### config.mk
export PLATFORM = sky130hd
export DESIGN_NAME = ex_muldiv_unit
export DESIGN_NICKNAME = d
export VERILOG_FILES = /design/src/rtl/muldiv_pkg.sv /design/src/rtl/muldiv_datapath.sv /design/src/rtl/ex_muldiv_unit.sv
export SDC_FILE = /design/constraint.sdc
export NUM_CORES = 1
export LEC_CHECK = 0
export ABC_CLOCK_PERIOD_IN_PS = 3400
export CAP_MARGIN = 20
export CORE_MARGIN = 1.5
export CORE_UTILIZATION = 43
export DETAILED_ROUTE_END_ITERATION = 12
export PLACE_DENSITY = 0.62
export SLEW_MARGIN = 20
export SYNTH_ARGS = -nofsm -noshare
export SYNTH_HDL_FRONTEND = slang
export SYNTH_HIERARCHICAL = 1
export SYNTH_SLANG_ARGS = --single-unit
### constraint.sdc
create_clock -name Clk -period 3.4 [get_ports Clk]
set_clock_uncertainty 0.2 [all_clocks]
set_input_delay 0.68 -clock Clk [delete_from_list [all_inputs] [get_ports Clk]]
set_output_delay 0.68 -clock Clk [all_outputs]
set_load 0.01 [all_outputs]
### src/rtl/muldiv_pkg.sv
// Shared types and constants for the EX-stage multiply/divide unit.
// Op encodings, FSM states and the datapath control bundle.
package muldiv_pkg;

    localparam int          ITER_COUNT = 32;
    localparam logic [31:0] DIV0_QUOT  = 32'hFFFF_FFFF;

    typedef enum logic [1:0] {
        OP_MULT  = 2'd0,
        OP_MULTU = 2'd1,
        OP_DIV   = 2'd2,
        OP_DIVU  = 2'd3
    } muldivOp_t;

    typedef enum logic [1:0] {
        IDLE = 2'd0,
        MUL  = 2'd1,
        DIV  = 2'd2,
        FIX  = 2'd3
    } muldivState_t;

    typedef struct packed {
        logic load;
        logic step;
        logic fix;
    } dpCtrl_t;

    function automatic logic [31:0] magnitude(
        input logic [31:0] v,
        input logic        isSigned
    );
        return (isSigned && v[31]) ? (~v + 32'd1) : v;
    endfunction

endpackage

### src/rtl/muldiv_datapath.sv
// Shift-add multiplier / restoring divider with sign fixup.
// Driven by load, step and fix strobes from the unit FSM.
module muldiv_datapath
    import muldiv_pkg::*;
(
    input  logic        Clk,
    input  logic        Reset,
    input  dpCtrl_t     ctrl,
    input  muldivOp_t   op,
    input  logic [31:0] a,
    input  logic [31:0] b,
    output logic [31:0] resHi,
    output logic [31:0] resLo
);

    logic [63:0] acc;
    logic [31:0] opB;
    logic [31:0] rem;
    logic        isDivR;
    logic        negLo;
    logic        negHi;
    logic        div0;

    logic        signedOp;
    logic        isDivOp;
    logic [32:0] mulSum;
    logic [32:0] divShift;
    logic [32:0] divDiff;
    logic [63:0] prodNeg;

    assign signedOp = (op == OP_MULT) || (op == OP_DIV);
    assign isDivOp  = (op == OP_DIV) || (op == OP_DIVU);

    assign mulSum   = {1'b0, acc[63:32]}
                    + (acc[0] ? {1'b0, opB} : 33'd0);
    assign divShift = {rem, acc[31]};
    assign divDiff  = divShift - {1'b0, opB};
    assign prodNeg  = ~acc + 64'd1;

    // Load magnitudes and result signs, iterate, then apply the signs.
    always_ff @(posedge Clk) begin
        if (Reset) begin
            acc    <= '0;
            opB    <= '0;
            rem    <= '0;
            isDivR <= 1'b0;
            negLo  <= 1'b0;
            negHi  <= 1'b0;
            div0   <= 1'b0;
            resHi  <= '0;
            resLo  <= '0;
        end else if (ctrl.load) begin
            acc    <= {32'd0, magnitude(a, signedOp)};
            opB    <= magnitude(b, signedOp);
            rem    <= '0;
            isDivR <= isDivOp;
            negLo  <= signedOp & (a[31] ^ b[31]);
            negHi  <= signedOp & (isDivOp ? a[31]
                                          : (a[31] ^ b[31]));
            div0   <= (b == 32'd0);
        end else if (ctrl.step) begin
            if (isDivR) begin
                if (!divDiff[32]) begin
                    rem       <= divDiff[31:0];
                    acc[31:0] <= {acc[30:0], 1'b1};
                end else begin
                    rem       <= divShift[31:0];
                    acc[31:0] <= {acc[30:0], 1'b0};
                end
            end else begin
                acc <= {mulSum, acc[31:1]};
            end
        end else if (ctrl.fix) begin
            if (isDivR) begin
                resHi <= negHi ? (~rem + 32'd1) : rem;
                if (div0)
                    resLo <= DIV0_QUOT;
                else if (negLo)
                    resLo <= ~acc[31:0] + 32'd1;
                else
                    resLo <= acc[31:0];
            end else begin
                {resHi, resLo} <= negLo ? prodNeg : acc;
            end
        end
    end

endmodule

### src/rtl/ex_muldiv_unit.sv
// EX-stage iterative MULT/MULTU/DIV/DIVU unit owning HI/LO.
// Stalls the upstream pipeline while an operation runs.
module ex_muldiv_unit
    import muldiv_pkg::*;
(
    input  logic        Clk,
    input  logic        Reset,
    input  logic        Start,
    input  logic [1:0]  Op,
    input  logic [31:0] A,
    input  logic [31:0] B,
    input  logic        WriteHI,
    input  logic        WriteLO,
    input  logic [31:0] WriteData,
    output logic        Stall,
    output logic        Busy,
    output logic        Done,
    output logic [31:0] HI,
    output logic [31:0] LO
);

    muldivState_t state;
    muldivState_t nextState;
    dpCtrl_t      ctrl;
    logic [4:0]   cnt;
    logic         wbPend;
    logic         accept;
    logic         mtOk;
    logic [31:0]  resHi;
    logic [31:0]  resLo;

    assign accept = (state == IDLE) && Start && !Busy;
    assign mtOk   = (state == IDLE) && !Start && !Busy;
    assign Stall  = Busy;

    muldiv_datapath uDp (
        .Clk   (Clk),
        .Reset (Reset),
        .ctrl  (ctrl),
        .op    (muldivOp_t'(Op)),
        .a     (A),
        .b     (B),
        .resHi (resHi),
        .resLo (resLo)
    );

    // Next state and datapath strobes.
    always_comb begin
        nextState = state;
        ctrl      = '0;
        unique case (state)
            IDLE: begin
                if (accept) begin
                    ctrl.load = 1'b1;
                    nextState = Op[1] ? DIV : MUL;
                end
            end
            MUL, DIV: begin
                ctrl.step = 1'b1;
                if (cnt == 5'(ITER_COUNT - 1))
                    nextState = FIX;
            end
            FIX: begin
                ctrl.fix  = 1'b1;
                nextState = IDLE;
            end
            default: nextState = IDLE;
        endcase
    end

    // State register and iteration counter.
    always_ff @(posedge Clk) begin
        if (Reset) begin
            state <= IDLE;
            cnt   <= '0;
        end else begin
            state <= nextState;
            cnt   <= ctrl.step ? cnt + 5'd1 : 5'd0;
        end
    end

    // Busy/Done handshake and the architectural HI/LO pair.
    always_ff @(posedge Clk) begin
        if (Reset) begin
            Busy   <= 1'b0;
            Done   <= 1'b0;
            wbPend <= 1'b0;
            HI     <= '0;
            LO     <= '0;
        end else begin
            wbPend <= ctrl.fix;
            Done   <= wbPend;
            if (accept)
                Busy <= 1'b1;
            else if (wbPend)
                Busy <= 1'b0;
            if (wbPend) begin
                HI <= resHi;
                LO <= resLo;
            end else if (mtOk) begin
                if (WriteHI)
                    HI <= WriteData;
                if (WriteLO)
                    LO <= WriteData;
            end
        end
    end

endmodule
# Yosys cells after proc, flatten, opt, wreduce, memory -nomap -nowiden
# Index checks and enable logic that the tools add are counted.
[classes]
n_addsub = 8
eq_ne = 8
mux = 31
bitwise = 11
reduce_logical = 27
[op_table]
columns = ["cell", "count"]
rows = [
  ["32-bit 2-to-1 mux", 18],
  ["32-bit by 1-bit adder with 32-bit output (second input constant)", 4],
  ["32-bit NOT", 4],
  ["64-bit by 1-bit adder with 64-bit output (second input constant)", 1],
  ["64-bit 2-to-1 mux", 1],
  ["64-bit NOT", 1],
  ["32-bit by 32-bit adder with 33-bit output", 1],
  ["33-bit by 32-bit subtractor with 33-bit output", 1],
  ["32-bit logical NOT", 1],
  ["2-bit AND reduction", 5],
  ["2-bit nonzero test", 5],
  ["2-bit equality test (second input constant)", 4],
  ["1-bit 2-to-1 mux", 8],
  ["1-bit logical AND", 6],
  ["2-bit 2-to-1 mux", 3],
  ["2-bit one-hot mux with 3 select lines", 1],
  ["2-bit OR reduction", 3],
  ["5-bit by 1-bit adder with 5-bit output (second input constant)", 1],
  ["5-bit equality test (second input constant)", 1],
  ["2-bit logical NOT", 2],
  ["2-bit inequality test (second input constant)", 2],
  ["1-bit NOT", 3],
  ["3-bit AND reduction", 1],
  ["1-bit bitwise AND", 2],
  ["other kinds (4)", 6],
]
[totals]
ff_bits = 270
inputBits = 103
elab_cells = 102

# Depth between registers and ports, before layout
# Gate-level depths: netlist of the first run.
[depth]
ltp_word = 7
depth_mapped = 14
ltp_nobuf = 12

# Hierarchy
# Netlist of the first run, hierarchy kept.
[modules_own_cells]
columns = ["module", "instances", "cells_each", "area_per_inst_um2", "seq_area_each_um2"]
rows = [
  ["muldiv_datapath", 1, 1981, 14819.2, 3923.8],
  ["ex_muldiv_unit", 1, 377, 3978.8, 1481.4],
]

# Worst setup path before layout of the first run
# No wires, ideal clock.
[synth_timing]
path_kind = "reg-to-reg"
start = "reg uDp.acc[0]"
end = "reg uDp.acc[49]"
setup_ns = 0.117
arrival_time_ns = 2.894
required_ns = 3.083
setup_slack_ns = 0.189
stages_incl_launch_ff = 14
path_buffers = 1
period_less_slack_ns = 3.211
cell_sequence = "dfxtp_1 > inv_1 > buf_1 > nor2_1 > fa_1 > a21oi_1 > o21ai_0 > a211oi_1 > nor4_1 > o21ai_0 > a21oi_1 > o21ai_0 > nand3_1 > a32o_1"
[synth_via]
elab_chain_cells = 2
[synth_rtl]
columns = ["item", "line_no", "rtl"]
rows = [
  ["from (decl)", "muldiv_datapath.sv:16", "logic [63:0] acc;"],
  ["from (signal assigned)", "muldiv_datapath.sv:53", "acc <= {32'd0, magnitude(a, signedOp)};"],
  ["from (signal assigned)", "muldiv_datapath.sv:65", "acc[31:0] <= {acc[30:0], 1'b1};"],
  ["from (signal assigned)", "muldiv_datapath.sv:68", "acc[31:0] <= {acc[30:0], 1'b0};"],
  ["32-bit 2-to-1 mux", "muldiv_datapath.sv:35", "+ (acc[0] ? {1'b0, opB} : 33'd0);"],
  ["32-bit by 32-bit adder with 33-bit output", "muldiv_datapath.sv:35", ""],
]
# No other way between the ends.
# A chain may end at the register's enable or synchronous reset.

# Final worst setup path of the first run
[layout_timing]
start = "reg uDp.acc[0]"
end = "reg uDp.resHi[25]"
[layout_via]
elab_chain_cells = 4
[layout_rtl]
columns = ["item", "line_no", "rtl"]
rows = [
  ["64-bit NOT", "muldiv_datapath.sv:38", "assign prodNeg = ~acc + 64'd1;"],
  ["64-bit by 1-bit adder with 64-bit output", "muldiv_datapath.sv:38", ""],
  ["64-bit 2-to-1 mux", "muldiv_datapath.sv:83", "{resHi, resLo} <= negLo ? prodNeg : acc;"],
  ["32-bit 2-to-1 mux", "muldiv_datapath.sv:74", "if (isDivR) begin"],
  ["to (signal assigned)", "muldiv_datapath.sv:75", "resHi <= negHi ? (~rem + 32'd1) : rem;"],
  ["to (signal assigned)", "muldiv_datapath.sv:83", ""],
  ["to (decl)", "muldiv_datapath.sv:12", "output logic [31:0] resHi,"],
]
# No other way between the ends.

==> results_dict.tcl, run 1 <==
set metrics [dict create \
    synth_cell_types 81 \
    fin_crit_ns 3.34 \
    antenna_found_initial 0 \
    drc_errors 0 \
    cp_slowest_cell "or4_1" \
    worst_slack_ns 0.0551 \
    maxCapViolations 0 \
    numPortBuffers 169 \
    end_kind "flip-flop" \
    place_congestion 0.939 \
    grt_pass1_wl_um 100000 \
    dp_hpwl_um 50200 \
    drt_iter0_drc 1376 \
    syn_to_final_growth_pct 26.7 \
    p_clk_share_pct 20.7 \
    grtUsageTotal_pct 28.1 \
    setup-violations-final 0 \
    cts_tree "built" \
    status "completed" \
    drive_gt1_share_pct 17.7 \
    slew_violations 0 \
    n_antenna_cell 0 \
    layout.nets 2812 \
    path_cells "buf_4 -> or3_4 -> or4_1 -> or4_4 -> nand2b_4 -> o41ai_4 -> xnor2_1 -> o211ai_1 -> a21oi_1" \
    layout_commonest_cell "dfxtp_1" \
    cts_made_buffers 31 \
    tightest_slew_ns 0.879 \
    cp_slowest_stage_delay_ns 0.54 \
    die_x_um 212 \
    placed_area_um2 22400 \
    die_y_um 212 \
    ys_ff_latch 270 \
    crit_fanout 5 \
    leakage_nw 9.18 \
    dpl_worst_slack_ns -0.453 \
    synth_fp_nets 2536 \
    worstPathRequired_ns 3.64 \
    peakVddDrop_mv 0.422 \
    avgSynthCellArea_um2 7.97 \
    async_flop_share_pct 0 \
    cts.path.max_buffers 3 \
    most-common-layout-cells "dfxtp_1 (262), nor2_1 (259), buf_4 (222), nand2_1 (219), clkdlybuf4s50_1 (168)" \
    final_cells 3241 \
    synth_enable_flop_cells 0 \
    arrival_ns 3.59 \
    dr.pass1.iters 5 \
    pin_count 170 \
    seq_area_frac_synth_pct 28.8 \
    overflow 0 \
    viasPerCell 5.71 \
    cts-root-buf "clkbuf_16" \
    routed_wl_um 64400 \
    yosys_warnings 6 \
    period_share_pct 98.4 \
    avgRoutedWirePerCell_um 19.9 \
    fin_util_pct 55.3 \
    finalHoldViolCount 0 \
    fillers 4070 \
    grt_start_max_net_pins 99 \
    power_frac_comb_pct 55.6 \
    h-tree-depth 1 \
    stdcell_area_um2 23800 \
    antenna_left 0 \
    cts.clk_slew.worst_paths_ns 0.06 \
    clk_latency_ns 0.59 \
    cp-start-kind "flip-flop" \
    p_per_area_nw_per_um2 749 \
    vias 18507 \
    internal_power_w 0.0103 \
    dieArea_um2 45000 \
    dp.cells 3171 \
    switching_share_pct 42.5 \
    synth_area_um2 18800 \
    grt_pass1_vias 17715 \
    ys.flop_type "dfxtp_1" \
    core_area_um2 43100 \
    fmax_ghz 0.299 \
    rows 76 \
    slew_headroom_pct 41.4 \
    fin_total_pwr_w 0.0178 \
    worstHoldPathType "reg2reg" \
    initial_core_util_pct 43.6 \
    p_sw_w 0.00758 \
    p_seq_share_pct 23.7 \
    numClockSinks 270 \
    worst-setup-path-type "reg2reg" \
    synth_cells 2358 \
]
[Yosys cell counts, types with 33 or more instances]
master,number,area (um^2)
a2111oi_2,61,916
a211oi_1,119,893
a21oi_1,144,721
clkbuf_1,124,465
dfxtp_1,270,5410
ha_1,73,913
inv_1,69,259
mux2i_1,41,410
nand2_1,220,826
nor2_1,261,980
nor2b_1,78,488
nor3_1,77,385
o21ai_0,132,661
or3_1,33,206
xnor2_1,103,902
xor2_1,89,780
[cell type report]
class	instances	area [um^2]	share of cell area, %
inverter	71	267	1.12
sequential	270	5420	22.8
clock inverter	13	214	0.898
clock buffer	42	908	3.81
multi-input combinational	1850	12600	52.8
tap	585	732	3.07
timing repair buffer	410	3710	15.6
[kinds of logic (layout without fill, tap and decap cells)]
| kind of cell | Yosys count | count (layout) | synth area share (%) |
|---|---|---|---|
| adder cells (fa/ha/maj) | 75 | 75 | 5.07 |
| flip-flops | 270 | 270 | 28.8 |
| buffers and inverters | 238 | 536 | 5.40 |
| XOR/XNOR | 193 | 193 | 9.03 |
| AO/OA/AOI/OAI | 685 | 685 | 26.9 |
| AND/OR/NAND/NOR | 852 | 852 | 22.4 |
| multiplexers | 45 | 45 | 2.42 |
[worst max-delay path, delay by kind of cell, from the launching register on]
kind	cells	cell delay (ns)
compound gates	3	0.74
xor+xnor	1	0.10
buf+inv	1	0.14
flops	1	0.32
simple gates	4	1.71
[per-layer routing]
| layer | share of wire, % | vias up | global-route usage (%) | routed length (um) |
|---|---|---|---|---|
| li1 | - | 9093 | - | - |
| met1 | 44 | 8792 | 36.0 | 28300 |
| met2 | 48 | 529 | 49.8 | 31200 |
| met3 | 5.1 | 93 | 3.18 | 3260 |
| met4 | 2.7 | 0 | 7.36 | 1720 |
| met5 | 0 | - | 0 | 0 |
[per-stage QoR]
stage               setup TNS, ns  hold WS, ns
floorplan                       0        0.218
global placement            -2.83        0.230
detailed placement          -4.53        0.236
CTS                             0        0.250
global route            -0.000738        0.278
finish                          0        0.244
[worst paths after layout]
| path | depth (start not counted) | to | slack [ns] | start |
|---|---|---|---|---|
| setup / recovery | 9 | uDp/resHi[25] | 0.06 | uDp/acc[0] |
| hold / removal | 1 | cnt[0] | 0.24 | cnt[0] |
| setup reg to reg | 9 | uDp/resHi[25] | 0.06 | uDp/acc[0] |
| hold reg to reg | 1 | cnt[0] | 0.24 | cnt[0] |
[sequential cells by signal (all words and copies together), names as in the netlist, 2 cells and up]
| register | count |
|---|---|
| uDp/rem | 32 |
| uDp/opB | 32 |
| uDp/acc | 64 |
| HI | 32 |
| state | 2 |
| uDp/resHi | 32 |
| cnt | 5 |
| LO | 32 |
| uDp/resLo | 32 |
[power by group through the flow]
| stage | clock, W | sequential [W] | combinational [W] |
|---|---|---|---|
| global route | 0.00386 | 0.00430 | 0.0107 |
| CTS | 0.00375 | 0.00422 | 0.00971 |
| global placement | 0 | 0.00426 | 0.00931 |
| detailed placement | 0 | 0.00428 | 0.00941 |
| finish | 0.00369 | 0.00423 | 0.00992 |
| floorplan | 0 | 0.00429 | 0.00589 |
[what timing repair did]
action | in CTS | in global routing
cloned | 0 | 0
hold endpoints to repair | 0 | 0
setup endpoints to repair | 27 | 58
pin swaps | 7 | 11
gates resized for setup | 23 | 31
hold buffers | 0 | 0
setup buffers | 11 | 4
Note: power is estimated with default switching activity, not from simulation.
==> run 2: changes to the inputs <==
--- a/config.mk
+++ b/config.mk
@@ -9,6 +9,7 @@
 export CAP_MARGIN = 20
 export CORE_MARGIN = 1.5
 export CORE_UTILIZATION = 43
+export CTS_BUF_LIST = sky130_fd_sc_hd__clkbuf_4 sky130_fd_sc_hd__clkbuf_8
 export DETAILED_ROUTE_END_ITERATION = 12
 export PLACE_DENSITY = 0.62
 export SLEW_MARGIN = 20
==> results_dict.tcl, run 2 (synthesis results as in run 1) <==
set metrics [dict create \
    finalHoldViolCount 0 \
    initial_core_util_pct 43.6 \
    cpMostUsedCell "buf_4" \
    rrSetupSlack_ns 0.01 \
    syn_to_final_growth_pct 27.0 \
    largest_register "uDp/acc" \
    n_antenna_cell 0 \
    peakVddDrop_mv 0.405 \
    path_cells "inv_2 -> ha_4 -> nand2_2 -> or4_4 -> o21ba_4 -> o211ai_1 -> buf_4 -> a211oi_4 -> o21ai_2 -> buf_6 -> xor2_4 -> buf_12 -> buf_4 -> nand2_1 -> a31oi_1" \
    antenna_found_initial 0 \
    rsz0062_at_grt "true" \
    status "completed" \
    hold_ws_ns 0.243 \
    setup-violations-final 0 \
    worst_slack_ns 0.0110 \
    period_share_pct 99.7 \
    rr_endpoint "uDp/rem[23]" \
    place_congestion 0.939 \
    leakage_nw 9.19 \
    p_per_area_nw_per_um2 736 \
    slew_headroom_pct 39.4 \
    most-common-layout-cells "dfxtp_1 (261), nor2_1 (258), buf_4 (223), nand2_1 (202), clkdlybuf4s50_1 (168)" \
    drc_errors 0 \
    worstPathRequired_ns 3.72 \
    crit_fanout 8 \
    pin_count 170 \
    dieArea_um2 45000 \
    fin_crit_ns 3.39 \
    vias 18650 \
    layout_commonest_cell "dfxtp_1" \
    dp_hpwl_um 50200 \
    routed_wl_um 65100 \
    numPortBuffers 169 \
    cp-start-kind "flip-flop" \
    h-tree-depth 2 \
    placed_area_um2 22400 \
    largest_register_ffs 64 \
    clk_latency_ns 0.62 \
    die_y_um 212 \
    worstRegToRegCells 15 \
    drt_iter0_drc 1365 \
    r2r_start "uDp/opB[10]" \
    antenna_left 0 \
    fmax_ghz 0.295 \
    cts-root-buf "clkbuf_8" \
    final_cells 3270 \
    slew_violations 0 \
    drive_gt1_share_pct 19.7 \
    worstHoldPathType "reg2reg" \
    crit_start "uDp/opB[10]" \
    grt_pass1_vias 17920 \
    cp_slowest_stage_delay_ns 0.54 \
    cts.clk_slew.worst_paths_ns 0.06 \
    grt_pass1_wl_um 100000 \
    dpl_worst_slack_ns -0.453 \
    cp_slowest_cell "or4_4" \
    worstHoldStart "cnt[0]" \
    layout.nets 2833 \
    dr.pass1.iters 5 \
    cts_made_buffers 48 \
    viasPerCell 5.70 \
    worst-setup-path-type "reg2reg" \
    overflow 0 \
    arrival_ns 3.71 \
    grt_start_max_net_pins 99 \
    grtUsageTotal_pct 28.4 \
    hold_depth 1 \
    maxCapViolations 0 \
    avgRoutedWirePerCell_um 19.9 \
    die_x_um 212 \
    cts_tree "built" \
    core_area_um2 43100 \
    worst_hold_path.endpoint "cnt[0]" \
    fin_util_pct 55.4 \
    dp.cells 3171 \
    end_kind "flip-flop" \
    stdcell_area_um2 23900 \
    cts.path.max_buffers 3 \
    tightest_slew_ns 0.910 \
    rows 76 \
    numClockSinks 270 \
]
run 2: cell types whose count changed in the layout (fill, tap and decap cells not counted), sizes merged:
cell / delta
clkbuf: +33
bufinv: -4
clkinv: +2
clkinvlp: -2
buf: +1
inv: -1
run 2: through the flow:
| step | total power (W) | setup TNS, ns |
|---|---|---|
| global route | 0.0186 | -1.14 |
| CTS | 0.0172 | -0.0191 |
| floorplan | 0.0102 | 0 |
| global placement | 0.0136 | -2.83 |
| finish | 0.0176 | 0 |
| detailed placement | 0.0137 | -4.53 |
run 2: layout make-up:
class                   instances  area [um^2]
fillers                      4082        19200
multi-input cells            1850        12700
flip-flops and latches        270         5420
repair buffers                414         3780
clock buffers                  72          903
well taps                     585          732
inverters                      71          267
clock inverters                 8         71.3
run 2: metal layers:
metal  track usage (%)  part of all wire [%]
met3              3.62                   5.3
met2              49.7                    48
met1              35.8                    44
met4              9.48                   3.2
met5                 0                     0
run 2: worst max-delay path: cells and delay by family, from the launching register on:
kind,cells,cell delay (ns)
AOI/OAI and AO/OA,5,0.89
and+or+nand+nor,3,0.65
buffers and inverters,5,0.69
adders and majority gates,1,0.26
DFF,1,0.34
xor gates and xnor gates,1,0.26
run 2: power by group:
| part | internal (W) | switching (W) | total (W) | leakage, nW |
|---|---|---|---|---|
| sequential | 0.00378 | 0.000462 | 0.00424 | 2.20 |
| combinational | 0.00439 | 0.00580 | 0.0102 | 6.46 |
| clock | 0.00176 | 0.00139 | 0.00315 | 0.525 |
| total | 0.00993 | 0.00765 | 0.0176 | 9.19 |
run 2: what timing repair did:
action,CTS,global route
pin swaps,4,53
setup buffers,9,9
resized for setup,30,64
hold buffers,0,0
setup endpoints to repair,33,55
cloned,1,2
run 2: worst max path at each step:
stage                              to  slack [ns]  depth (start not counted)
after floorplan           uDp/acc[49]        0.19                         13
after global placement    uDp/acc[19]       -0.40                         11
after detailed placement  uDp/acc[19]       -0.45                         11
after CTS                 uDp/rem[30]       -0.02                         14
after global routing      uDp/rem[21]       -0.09                         17
final                     uDp/rem[23]        0.01                         15
==> run 3: changes to the inputs <==
--- a/config.mk
+++ b/config.mk
@@ -8,10 +8,10 @@
 export ABC_CLOCK_PERIOD_IN_PS = 3400
 export CAP_MARGIN = 20
 export CORE_MARGIN = 1.5
-export CORE_UTILIZATION = 43
+export CORE_UTILIZATION = 35
 export CTS_BUF_LIST = sky130_fd_sc_hd__clkbuf_4 sky130_fd_sc_hd__clkbuf_8
 export DETAILED_ROUTE_END_ITERATION = 12
-export PLACE_DENSITY = 0.62
+export PLACE_DENSITY = 0.52
 export SLEW_MARGIN = 20
 export SYNTH_ARGS = -nofsm -noshare
 export SYNTH_HDL_FRONTEND = slang
==> results_dict.tcl, run 3 (synthesis results as in run 1) <==
set metrics [dict create \
    routed_wl_um 68800 \
    slew_violations 0 \
    fin_total_pwr_w 0.0179 \
    slew_headroom_pct 55.8 \
    grt_pass1_vias 18187 \
    n_antenna_cell 0 \
    dieArea_um2 55100 \
    largest_register "uDp/acc" \
    grt_pass1_wl_um 106000 \
    syn_to_final_growth_pct 29.3 \
    crit_fanout 8 \
    initial_core_util_pct 35.6 \
    path_buf_inv 4 \
    cts.path.max_buffers 3 \
    path_cells "ha_4 -> fa_2 -> nand2b_4 -> a21oi_2 -> buf_4 -> o21ba_4 -> o211ai_1 -> a211oi_2 -> o21ai_2 -> buf_6 -> xor2_4 -> buf_12 -> clkbuf_16 -> nand2_4 -> a31oi_1" \
    peakVddDrop_mv 0.314 \
    drt_iter0_drc 1403 \
    die_x_um 235 \
    worstHoldPathType "reg2reg" \
    viasPerCell 5.53 \
    period_share_pct 99.7 \
    p_per_area_nw_per_um2 736 \
    antenna_found_initial 0 \
    numPortBuffers 169 \
    cts-root-buf "clkbuf_8" \
    h-tree-depth 2 \
    vias 18738 \
    finalHoldViolCount 0 \
    drive_gt1_share_pct 20.7 \
    place_congestion 0.924 \
    drc_errors 0 \
    grtUsageTotal_pct 24.2 \
    most-common-layout-cells "nor2_1 (261), dfxtp_1 (258), buf_4 (239), nand2_1 (199), clkdlybuf4s50_1 (168)" \
    stdcell_area_um2 24300 \
    arrival_ns 3.75 \
    status "completed" \
    fillers 5244 \
    setup-violations-final 0 \
    worstPathRequired_ns 3.76 \
    fmax_ghz 0.295 \
    tightest_slew_ns 0.663 \
    layout_commonest_cell "nor2_1" \
    numClockSinks 270 \
    rows 84 \
    layout.nets 2852 \
    cp_slowest_cell "o211ai_1" \
    clk_latency_ns 0.64 \
    fin_crit_ns 3.39 \
    rrSetupSlack_ns 0.01 \
    cts.clk_slew.worst_paths_ns 0.07 \
    leakage_nw 9.34 \
    dp.cells 3293 \
    setup_tns_ns 0 \
    grt_start_max_net_pins 110 \
    worst-setup-path-type "reg2reg" \
    dp_hpwl_um 53100 \
    overflow 0 \
    dr.pass1.iters 5 \
    die_y_um 235 \
    largest_register_ffs 64 \
    cp-start-kind "flip-flop" \
    maxCapViolations 0 \
    rsz0062_at_grt "true" \
    crit_family "compound AO/OA/AOI/OAI gates" \
    cts_made_buffers 50 \
    antenna_left 0 \
    avgRoutedWirePerCell_um 20.3 \
    pin_count 170 \
    placed_area_um2 22600 \
    final_cells 3391 \
    cts_tree "built" \
    core_area_um2 52900 \
    end_kind "flip-flop" \
    hold_ws_ns 0.250 \
    cp_slowest_stage_delay_ns 0.40 \
]
-- run 3: metrics by stage --
stage	util, %	setup slack (ns)
after global routing	46.0	-0.0723
after global placement	42.8	-0.375
after CTS	44.9	0.0000675
after detailed placement	42.8	-0.484
final	46.0	0.0119
after floorplan	-	0.189
-- run 3: timing repair --
item | in CTS | in global routing
gates resized for setup | 13 | 99
setup buffers | 6 | 6
pin swaps | 6 | 56
setup endpoints to repair | 16 | 56
hold buffers | 0 | 0
cloned | 1 | 4
-- run 3: layer usage --
metal  GRT usage, %  vias up  share of wire [%]
met5              0        -                  0
met4           9.25        0                3.4
met3           3.35      117                4.7
met2           41.2      504                 47
met1           31.0     8936                 45
li1               -     9181                  -
-- run 3: worst register-to-register path: stages (launching register included) --
cell and delay [ns]:
dfxtp_1 0.39, ha_4 0.17, fa_2 0.21, nand2b_4 0.13, a21oi_2 0.05, buf_4 0.14
o21ba_4 0.20, o211ai_1 0.40, a211oi_2 0.17, o21ai_2 0.28, buf_6 0.15, xor2_4 0.25
buf_12 0.18, clkbuf_16 0.18, nand2_4 0.05, a31oi_1 0.17
-- run 3: cell type report --
| type | count | area [um^2] | area share [%] |
|---|---|---|---|
| multi-input combinational | 1850 | 12800 | 52.7 |
| tap | 688 | 861 | 3.54 |
| inverter | 71 | 269 | 1.11 |
| clock inverter | 3 | 32.5 | 0.134 |
| sequential | 270 | 5430 | 22.3 |
| timing repair buffer | 431 | 3940 | 16.2 |
| clock buffer | 78 | 961 | 3.95 |
-- run 3: report_power, final --
| group | switching [W] | leakage, nW | internal, W |
|---|---|---|---|
| clock network | 0.00143 | 0.531 | 0.00178 |
| registers | 0.000544 | 2.20 | 0.00378 |
| logic | 0.00588 | 6.60 | 0.00448 |
-- run 3: worst paths after layout --
kind | cells past startpoint | to | from
max | 15 | uDp/rem[15] | uDp/opB[0]
min | 1 | cnt[0] | cnt[0]
max reg2reg | 15 | uDp/rem[15] | uDp/opB[0]
min reg2reg | 1 | cnt[0] | cnt[0]
